--- src/rtl/core_pkg.sv ---
`default_nettype none
// ============================================================================
//  Module   : core_pkg
//  Purpose  : Shared reservation-station sizing, tag type and scheduler states.
//  Revision : 1.0
// ============================================================================
package core_pkg;

    localparam int RS_ENTRIES = 8;

    typedef logic [$clog2(RS_ENTRIES)-1:0] rs_tag_t;

    typedef enum logic [0:0] {
        SCHED_RUN   = 1'b0,
        SCHED_FLUSH = 1'b1
    } sched_state_t;

endpackage : core_pkg
`default_nettype wire

--- src/rtl/age_matrix.sv ---
`default_nettype none
// ============================================================================
//  Module   : age_matrix
//  Purpose  : Pairwise age relation between rows; picks the oldest requester.
//  Revision : 1.0
// ============================================================================
module age_matrix
    import core_pkg::*;
#(
    parameter int NUM_ENTRIES = RS_ENTRIES
) (
    input  logic                           clk,
    input  logic                           rst,
    input  logic                           i_clear,
    input  logic                           i_alloc_en,
    input  logic [$clog2(NUM_ENTRIES)-1:0] i_alloc_idx,
    input  logic [NUM_ENTRIES-1:0]         i_req,
    output logic [NUM_ENTRIES-1:0]         o_sel,
    output logic                           o_found
);

    // r_age_q[i][j] = 1 : row i was allocated before row j
    logic [NUM_ENTRIES-1:0] r_age_q [NUM_ENTRIES];
    logic [NUM_ENTRIES-1:0] w_age_d [NUM_ENTRIES];
    logic [NUM_ENTRIES-1:0] w_is_oldest;

    always_comb begin
        w_age_d = r_age_q;
        if (i_clear) begin
            for (int i = 0; i < NUM_ENTRIES; i++) begin
                w_age_d[i] = '0;
            end
        end else if (i_alloc_en) begin
            // Column first, then row, so the diagonal ends up cleared.
            for (int i = 0; i < NUM_ENTRIES; i++) begin
                w_age_d[i][i_alloc_idx] = 1'b1;
            end
            w_age_d[i_alloc_idx] = '0;
        end
    end

    always_ff @(posedge clk) begin
        if (rst) begin
            for (int i = 0; i < NUM_ENTRIES; i++) begin
                r_age_q[i] <= '0;
            end
        end else begin
            r_age_q <= w_age_d;
        end
    end

    always_comb begin
        w_is_oldest = '0;
        for (int i = 0; i < NUM_ENTRIES; i++) begin
            w_is_oldest[i] = i_req[i];
            for (int j = 0; j < NUM_ENTRIES; j++) begin
                if ((j != i) && i_req[j] && !r_age_q[i][j]) begin
                    w_is_oldest[i] = 1'b0;
                end
            end
        end
    end

    assign o_sel   = w_is_oldest;
    assign o_found = |w_is_oldest;

endmodule : age_matrix
`default_nettype wire

--- src/rtl/issue_scheduler.sv ---
`default_nettype none
// ============================================================================
//  Module   : issue_scheduler
//  Purpose  : Allocates RS rows on dispatch, issues the oldest ready row and
//             drives the control inputs of the unit's dependency matrix.
//  Revision : 1.0
// ============================================================================
module issue_scheduler
    import core_pkg::*;
#(
    parameter int NUM_ENTRIES = RS_ENTRIES
) (
    input  logic                           clk,
    input  logic                           rst,
    input  logic                           flush,
    input  logic                           disp_valid,
    output logic                           disp_ready,
    input  logic [NUM_ENTRIES-1:0]         disp_deps,
    output logic [$clog2(NUM_ENTRIES)-1:0] disp_tag,
    output logic                           iss_valid,
    input  logic                           iss_ready,
    output logic [$clog2(NUM_ENTRIES)-1:0] iss_tag,
    output logic                           dm_w_en,
    output logic [$clog2(NUM_ENTRIES)-1:0] dm_w_row_index,
    output logic [NUM_ENTRIES-1:0]         dm_set_lines,
    output logic                           dm_clear_en,
    output logic [NUM_ENTRIES-1:0]         dm_clear_lines,
    output logic                           dm_free_en,
    output logic [$clog2(NUM_ENTRIES)-1:0] dm_free_row_index,
    input  logic [NUM_ENTRIES-1:0]         dm_ready_vector
);

    localparam int                   C_IDX_W    = $clog2(NUM_ENTRIES);
    localparam logic [C_IDX_W-1:0]   C_LAST_ROW = C_IDX_W'(NUM_ENTRIES - 1);

    sched_state_t             r_state_q, w_state_d;
    logic [C_IDX_W-1:0]       r_flush_cnt_q, w_flush_cnt_d;
    logic [NUM_ENTRIES-1:0]   r_alloc_q, w_alloc_d;
    logic                     r_iss_valid_q, w_iss_valid_d;
    logic [C_IDX_W-1:0]       r_iss_tag_q, w_iss_tag_d;

    logic                     w_in_run;
    logic [C_IDX_W-1:0]       w_disp_tag;
    logic                     w_disp_fire;
    logic                     w_iss_fire;
    logic [NUM_ENTRIES-1:0]   w_tag_onehot;
    logic [NUM_ENTRIES-1:0]   w_iss_onehot;
    logic [NUM_ENTRIES-1:0]   w_held;
    logic [NUM_ENTRIES-1:0]   w_cand;
    logic [NUM_ENTRIES-1:0]   w_sel;
    logic                     w_found;
    logic [C_IDX_W-1:0]       w_sel_tag;

    assign w_in_run     = (r_state_q == SCHED_RUN);
    assign disp_ready   = w_in_run && (|(~r_alloc_q));
    assign disp_tag     = w_disp_tag;
    assign iss_valid    = r_iss_valid_q;
    assign iss_tag      = r_iss_tag_q;

    // flush outranks both handshakes in its own cycle
    assign w_disp_fire  = disp_valid && disp_ready && !flush;
    assign w_iss_fire   = r_iss_valid_q && iss_ready && !flush;

    assign w_tag_onehot = NUM_ENTRIES'(1) << r_iss_tag_q;
    assign w_iss_onehot = w_iss_fire    ? w_tag_onehot : '0;
    assign w_held       = r_iss_valid_q ? w_tag_onehot : '0;
    assign w_cand       = dm_ready_vector & r_alloc_q & ~w_held;

    always_comb begin
        w_disp_tag = '0;
        for (int i = NUM_ENTRIES - 1; i >= 0; i--) begin
            if (!r_alloc_q[i]) begin
                w_disp_tag = C_IDX_W'(i);
            end
        end
    end

    age_matrix #(
        .NUM_ENTRIES (NUM_ENTRIES)
    ) u_age_matrix (
        .clk         (clk),
        .rst         (rst),
        .i_clear     (flush),
        .i_alloc_en  (w_disp_fire),
        .i_alloc_idx (w_disp_tag),
        .i_req       (w_cand),
        .o_sel       (w_sel),
        .o_found     (w_found)
    );

    always_comb begin
        w_sel_tag = '0;
        for (int i = 0; i < NUM_ENTRIES; i++) begin
            if (w_sel[i]) begin
                w_sel_tag = w_sel_tag | C_IDX_W'(i);
            end
        end
    end

    // ---------------- FSM: state register ----------------
    always_ff @(posedge clk) begin
        if (rst) begin
            r_state_q     <= SCHED_RUN;
            r_flush_cnt_q <= '0;
        end else begin
            r_state_q     <= w_state_d;
            r_flush_cnt_q <= w_flush_cnt_d;
        end
    end

    // ---------------- FSM: next state ----------------
    always_comb begin
        w_state_d     = r_state_q;
        w_flush_cnt_d = r_flush_cnt_q;
        case (r_state_q)
            SCHED_RUN: begin
                if (flush) begin
                    w_state_d     = SCHED_FLUSH;
                    w_flush_cnt_d = '0;
                end
            end
            SCHED_FLUSH: begin
                if (flush) begin
                    w_flush_cnt_d = '0;
                end else if (r_flush_cnt_q == C_LAST_ROW) begin
                    w_state_d     = SCHED_RUN;
                    w_flush_cnt_d = '0;
                end else begin
                    w_flush_cnt_d = r_flush_cnt_q + 1'b1;
                end
            end
            default: begin
                w_state_d     = SCHED_RUN;
                w_flush_cnt_d = '0;
            end
        endcase
    end

    // ---------------- FSM: matrix control outputs ----------------
    always_comb begin
        dm_w_en           = 1'b0;
        dm_w_row_index    = '0;
        dm_set_lines      = '0;
        dm_clear_en       = 1'b0;
        dm_clear_lines    = '0;
        dm_free_en        = 1'b0;
        dm_free_row_index = '0;
        if (r_state_q == SCHED_FLUSH) begin
            dm_free_en        = 1'b1;
            dm_free_row_index = r_flush_cnt_q;
            dm_clear_en       = 1'b1;
            dm_clear_lines    = '1;
        end else begin
            if (w_disp_fire) begin
                dm_w_en        = 1'b1;
                dm_w_row_index = w_disp_tag;
                dm_set_lines   = disp_deps & r_alloc_q & ~w_iss_onehot;
            end
            if (w_iss_fire) begin
                dm_free_en        = 1'b1;
                dm_free_row_index = r_iss_tag_q;
                dm_clear_en       = 1'b1;
                dm_clear_lines    = w_tag_onehot;
            end
        end
    end

    // ---------------- Occupancy and issue register ----------------
    always_comb begin
        w_alloc_d     = r_alloc_q;
        w_iss_valid_d = r_iss_valid_q;
        w_iss_tag_d   = r_iss_tag_q;
        if (flush) begin
            w_alloc_d = '0;
        end else begin
            if (w_iss_fire) begin
                w_alloc_d[r_iss_tag_q] = 1'b0;
            end
            if (w_disp_fire) begin
                w_alloc_d[w_disp_tag] = 1'b1;
            end
        end
        if (flush || !w_in_run) begin
            w_iss_valid_d = 1'b0;
        end else if (!r_iss_valid_q || w_iss_fire) begin
            w_iss_valid_d = w_found;
            if (w_found) begin
                w_iss_tag_d = w_sel_tag;
            end
        end
    end

    always_ff @(posedge clk) begin
        if (rst) begin
            r_alloc_q     <= '0;
            r_iss_valid_q <= 1'b0;
            r_iss_tag_q   <= '0;
        end else begin
            r_alloc_q     <= w_alloc_d;
            r_iss_valid_q <= w_iss_valid_d;
            r_iss_tag_q   <= w_iss_tag_d;
        end
    end

endmodule : issue_scheduler
`default_nettype wire

--- config.mk ---
export PLATFORM = sky130hd
export DESIGN_NAME = issue_scheduler
export DESIGN_NICKNAME = d
export VERILOG_FILES = /design/src/rtl/core_pkg.sv /design/src/rtl/age_matrix.sv /design/src/rtl/issue_scheduler.sv
export SDC_FILE = /design/constraint.sdc
export NUM_CORES = 1
export LEC_CHECK = 0
export CAP_MARGIN = 10
export CELL_PAD_IN_SITES_DETAIL_PLACEMENT = 1
export CELL_PAD_IN_SITES_GLOBAL_PLACEMENT = 1
export CORE_ASPECT_RATIO = 1.25
export CORE_MARGIN = 2
export CORE_UTILIZATION = 40
export DETAILED_ROUTE_END_ITERATION = 6
export PLACE_DENSITY_LB_ADDON = 0.2
export SYNTH_ARGS = -nofsm -noshare
export SYNTH_HDL_FRONTEND = slang
export SYNTH_SLANG_ARGS = --single-unit
--- constraint.sdc ---
create_clock -name clk -period 2.77 [get_ports clk]
set_input_delay 0.554 -clock clk [delete_from_list [all_inputs] [get_ports clk]]
set_output_delay 0.554 -clock clk [all_outputs]
set_load 0.02 [all_outputs]
==> results of run 1 <==
path summary, 6_finish.rpt:
check | startpoint | endpoint | slack [ns] | cells past startpoint
min reg2reg | u_age_matrix.r_age_q[25] | u_age_matrix.r_age_q[25] | 0.46 | 1
min | u_age_matrix.r_age_q[25] | u_age_matrix.r_age_q[25] | 0.46 | 1
max reg2reg | iss_tag[0] | iss_tag[1] | 0.15 | 7
max | iss_ready | dm_set_lines[0] | 0.09 | 7
synth_stat cells (3+ instances only):
master / count / area [um2]
nand4_1: 3 / 18.8
o2111ai_1: 6 / 52.6
nor2_1: 38 / 143
nor2b_1: 4 / 25.0
a21oi_1: 12 / 60.1
nor3_1: 6 / 30.0
or2_1: 4 / 25.0
o21ai_0: 8 / 40.0
nand2_1: 28 / 105
and2_1: 8 / 50.1
o22ai_1: 13 / 81.3
inv_1: 9 / 33.8
buf_4: 3 / 22.5
o21a_1: 55 / 413
clkbuf_1: 13 / 48.8
dfxtp_1: 72 / 1440
and4_1: 7 / 61.3
nor3b_1: 3 / 22.5
nand2b_1: 3 / 18.8
mux2i_1: 3 / 30.0
nor4_1: 3 / 18.8
or3_1: 15 / 93.8
nand3_1: 3 / 15.0
cell type report:
cell class | instances | share of cell area (%)
Tap cell | 95 | 2.76
Multi-Input combinational cell | 256 | 39.3
Timing Repair Buffer | 99 | 19.5
Clock buffer | 14 | 3.78
Clock inverter | 2 | 0.320
Sequential cell | 72 | 33.5
Inverter | 9 | 0.785
metrics by stage:
stage / hold slack [ns] / utilization, % / setup TNS (ns) / setup WS (ns)
after floorplan: 0.434 / - / 0 / 0.493
final: 0.461 / 54.9 / 0 / 0.0936
after global placement: 0.442 / 52.5 / -3.03 / -0.259
after CTS: 0.464 / 54.8 / -0.00561 / -0.00561
after detailed placement: 0.448 / 52.5 / -3.92 / -0.284
after global routing: 0.490 / 54.9 / -0.00701 / -0.00701
worst register-to-register path, delay by kind of cell (launching register included):
kind	cells	cell delay, ns
AOI/OAI and AO/OA	3	0.89
DFF	1	0.41
muxes	1	0.19
and+or+nand+nor	3	1.07
cells by family (layout without fill, tap and decap cells):
kind of cell | Yosys count | in the layout
simple gates | 145 | 145
compound gates | 106 | 106
flops | 72 | 72
buf+inv | 29 | 124
mux | 3 | 3
fa+ha+maj | 2 | 2
power groups by stage:
stage / Clock (W) / Sequential (W) / Combinational (W)
2_1_floorplan: 0 / 0.00107 / 0.0000649
3_3_place_gp: 0 / 0.00107 / 0.000145
3_5_place_dp: 0 / 0.00107 / 0.000147
4_1_cts: 0.000780 / 0.00104 / 0.000141
5_1_grt: 0.000821 / 0.00104 / 0.000152
6_report: 0.000764 / 0.00104 / 0.000140
metal layers:
layer | vias to the layer above | GRT usage (%) | routed length, um
met1 | 1508 | 30.4 | 4510
li1 | 1471 | - | -
met5 | - | 0 | 0
met3 | 40 | 5.79 | 677
met2 | 114 | 45.2 | 5470
met4 | 0 | 14.3 | 493
repair_timing:
| action | in CTS | in global routing |
|---|---|---|
| setup endpoints to repair | 22 | 11 |
| setup buffers | 1 | 0 |
| gates resized for setup | 26 | 21 |
| endpoints found under the hold margin | 0 | 0 |
| pin swaps | 1 | 7 |
==> impl_results.md, run 1 <==
- Run status: completed
- Layout Skew: 0.0110 ns
- Xor-xnor portion of the synthesized cell area: 0%
- Routed length per instance: 20.4 um
- Core ar.: about 8000 um2
- First-pass GRT wire length: between 15,000 and 20,000 um
- Vias after detailed routing: approximately 3.1k
- Final #Nets: 470
- DR DRC count: 0
- Footprint of the multi-input gates: 1690 um2
- Via-to-Cell Ratio: 5.73
- Synthesized area: ~3200 um2
- IO buf count: 53
- # H-tree levels: 3
- Largest fanout on the critical path: 3
- MaxCap Viol Count: 0
- Fillers: around 940
- Mapped Avg Cell Area: approximately 9.1 um2
- Buf/Inv on CP: 3
- Starting density of the core: 41.3%
- Pleak: 1.76 nW
- Worst-Skew Late Latency: ~0.36 ns
- Compound-Gate Fraction of Synth Area: a little under a quarter
- Net Sw Power: 0.000468 W
- Initial DRC count: 118
- # diodes: 0
- Period utilization: 96.6%
- Share of cells above drive strength 1: 19.0%
- GR Overflow Total: 0
- Syn Nets: 380
- Cts hold-fix bufs: 0
- Combinational group share of total power: 7.2%
- Placer Congestion: 0.820
- Number of antenna violations at the first check in global routing: 0
- CTS clk-pin slew, worst paths: 0.07 ns
- Register area share after synthesis: between 40% and 50%
- Routed WL: approximately 11,000 um
- Die Height: approximately 100 um
- Switching part of the total power: 24.0%
- CP Class: in -> out
- Clk pwr share: 39.2%
- Setup Viol. Count Final: 0
- Synth unique cells: 53
- Total global-route track usage: between 20% and 30%
- CTS Sinks: 72
- Post-layout min period: ~2.7 ns
- Total CTS buffers: 9
- Post-synthesis async set-or-reset flop share: 0%
- Max Clock Freq: 374 MHz
- Fin cells: 547
- Peak supply drop: between 0.0003 and 0.0004 V
- Drt first pass iters: 4
- Max-slew violation count: 0
- Startpoint types: primary input
- Final instance area: 4300 um2
- Die area: 8820 um2
- Int Pwr: 0.00148 W
- CTS Buffer Depth: 2
- Area Growth Syn to Fin: 33.0%
- Top Ports: 54
- Most frequent cells in the layout: 71 x dfxtp_1, 55 x o21a_1, 46 x buf_4, 36 x nor2_1, 28 x clkdlybuf4s50_1
- Pwr Density: 453 nW/um2
- HP Class: reg -> reg
- Largest family of logic cells by synthesized area: simple AND/OR/NAND/NOR gates
- Top FF cell, synth: dfxtp_1
- Post-Syn Instances: 357
- Crit path cell chain: clkdlybuf4s50_1 > buf_4 > nand3b_1 > nor2_2 > nand2_2 > and4_1 > clkdlybuf4s15_1
- Final Power: 0.00195 W
- Synth Area in Adders: 0.774%
- Die Span X: around 84 um
- Vias in the first global route: 3,329
- Placed cell area: 4120 um2
- Crit path arrival time: 2.12 ns
- Yosys warnings: 0
- # rows: 36
- Area share of and/or/nand/nor cells after synthesis: 25.5%
- Flop pwr share: 53.6%
- Cell count after placement: 530
- Worst path max stage delay: 0.49 ns
- Worst path slowest cell: clkdlybuf4s50_1
- Yosys reg bits: 72
- Root buffer cell: clkbuf_8
- Max transition margin: a little under three fifths
- Req. time, crit path: roughly 2.2 ns
- CTS tree: done
- Worst-Margin Slew: 0.642 ns
- Reg area: 1440 um2
- Pin count of the biggest net entering global routing: 22
- Multiplexer share of the synthesized area: 0.929%
- EDFF count, synth: 0
- Final hold viol count: 0
- Post-route ant nets: 0
- Delay-heaviest family, CP: buffers and inverters
- Dpl hpwl: 8250 um
- Commonest non-fill, non-tap cell in the layout: dfxtp_1
- Critical path endpoint category: primary output
No activity file was read; power rests on OpenSTA's default activity.
==> run 2: changes to the inputs <==
Settings changed: CORE_UTILIZATION 40 to 43, CTS_CLUSTER_SIZE set to 10.
Clock period 2.77 ns to 3.3 ns, I/O delays scaled along.
==> run 2 against run 1 <==
Clock power is 4.8% higher. Combinational power is 17% lower. First-iteration DRC count is 43% higher. Critical path depth stayed put. Non-clock buffer count is 25 lower. Critical endpoint is now dm_set_lines[7]. Core utilization is 2.4 points higher. Sequential power is 15% lower. Routed wire length is 2.6% lower. Setup slack worse by 0.021 ns. Flip-flop and latch count stayed put. Largest power group unchanged.
==> impl_results.md, run 2 (synthesized netlist as in run 1, its figures left out) <==
- Peak supply drop: 0.000356 V
- Top sig layer: met4
- Max Clock Freq: approximately 310 MHz
- IO buf count: between 50 and 60
- Req. time, crit path: roughly 2.6 ns
- Switching part of the total power: about a quarter
- CTS Sinks: 72
- Drt first pass iters: 4
- Layout Skew: 0.0107 ns
- Worst-Margin Slew: 0.626 ns
- Routed WL: 10,900 um
- Int Pwr: 0.00138 W
- Period utilization: 97.8%
- Final #Nets: 445
- Max-slew violation count: 0
- Pin count of the biggest net entering global routing: 22
- Critical path endpoint category: primary output
- Initial DRC count: 169
- # H-tree levels: 3
- MaxCap Viol Count: 0
- Share of cells above drive strength 1: around 12%
- Crit path arrival time: 2.57 ns
- Startpoint types: primary input
- Dpl hpwl: between 8000 and 9000 um
- Pleak: 1.69 nW
- Worst hold path cell count: 1
- Largest fanout on the critical path: 4
- Area Growth Syn to Fin: 29.6%
- Fillers: approximately 860
- Flop pwr share: 49.0%
- Routed length per instance: around 21 um
- Setup Viol. Count Final: 0
- HP Class: reg -> reg
- Clk pwr share: around 45%
- Core ar.: 7310 um2
- Die Height: 101 um
- Final Util: 57.3%
- Vias after detailed routing: 3,072
- CP Class: in -> out
- Via-to-Cell Ratio: 5.92
- First-pass GRT wire length: 17,200 um
- Most frequent cells in the layout: 72 x dfxtp_1, 55 x o21a_1, 46 x clkdlybuf4s50_1, 37 x nor2_1, 28 x nand2_1
- Die area: ~8200 um2
- Commonest non-fill, non-tap cell in the layout: dfxtp_1
- Final Power: 0.00180 W
- TNS Setup: 0 ns
- GR Overflow Total: 0
- CTS Buffer Depth: 2
- Vias in the first global route: 3,179
- Die Span X: about 80 um
- CTS tree: done
- Depth of the worst register-to-register path: 7
- DR DRC count: 0
- Top Ports: 54
- Met2 wire length: 5360 um
- Total global-route track usage: 28.8%
- Starting density of the core: between 40 and 50%
- Post-layout min period: between 3 and 4 ns
- Placer Congestion: around 0.85
- Post-route ant nets: 0
- Run status: completed
- Number of antenna violations at the first check in global routing: 0
- # diodes: 0
- Cts hold-fix bufs: 0
- Final hold viol count: 0
- # rows: 35
- Net Sw Power: 0.000419 W
- Worst-Skew Late Latency: approximately 0.36 ns
- Root buffer cell: clkbuf_8
- Total CTS buffers: 9
- CTS clk-pin slew, worst paths: 0.07 ns
- Pwr Density: 429 nW/um2
- Max transition margin: 57.8%
- Met1 wire length: 4340 um
- Combinational group share of total power: under 10%
- Met3 wire len: between 600 and 700 um
run 2: changes by cell type in the layout (fill, tap and decap cells not counted), sizes merged:
cell and delta:
clkinvlp +1, dlygate4sd2 -16, bufinv +2, dlymetal6s2s +4, buf -25, clkdlybuf4s50 +18, clkbuf -9, inv +1
clkdlybuf4s15 -1
run 2: worst max-delay path, stage by stage:
cell and delay [ns]:
clkdlybuf4s50_1 0.51, nor3b_2 0.23, nand2_1 0.10, buf_4 0.18, o21ai_0 0.26, nor2_1 0.08, clkdlybuf4s50_1 0.54
run 2: area by class of cell:
type                    count  area [um2]  share of cell area [%]
clock buffers              10         138                    3.28
clock inverters             6        90.1                    2.15
inverters                   9        33.8                   0.806
multi-input cells         256        1670                    39.8
flip-flops and latches     72        1440                    34.4
well taps                  92         115                    2.75
repair buffers             74         706                    16.8
run 2: power groups by stage:
stage	Clock [W]	Sequential, W	Combinational [W]
floorplan	0	0.000896	0.0000545
global placement	0	0.000900	0.000113
detailed placement	0	0.000900	0.000116
CTS	0.000809	0.000880	0.000116
global route	0.000849	0.000881	0.000126
finish	0.000801	0.000880	0.000116
run 2: per-layer routing:
| layer | up-vias | track usage [%] |
|---|---|---|
| met5 | - | 0 |
| met1 | 1496 | 31.8 |
| li1 | 1427 | - |
| met3 | 43 | 6.99 |
| met2 | 106 | 49.3 |
| met4 | 0 | 16.7 |
run 2: timing repair:
action	4_1_cts	5_1_grt
buffers inserted	0	1
setup endpoints to repair	0	11
resized for setup	0	10
run 2: metrics by stage:
stage / instances / cell area (um2) / worst slack, ns / hold slack [ns]
2_1_floorplan: 357 / 3230 / 0.899 / 0.434
3_5_place_dp: 502 / 3930 / 0.0119 / 0.447
5_1_grt: 519 / 4190 / -0.0400 / 0.474
3_3_place_gp: 502 / 3930 / 0.0391 / 0.440
6_report: 519 / 4190 / 0.0729 / 0.465
4_1_cts: 518 / 4150 / 0.00474 / 0.465
run 2: path summary, 6_finish.rpt:
kind,from,to,slack (ns)
max,iss_ready,dm_set_lines[7],0.07
min,u_age_matrix.r_age_q[22],u_age_matrix.r_age_q[22],0.47
max reg2reg,iss_tag[1],iss_tag[1],0.55
min reg2reg,u_age_matrix.r_age_q[22],u_age_matrix.r_age_q[22],0.47
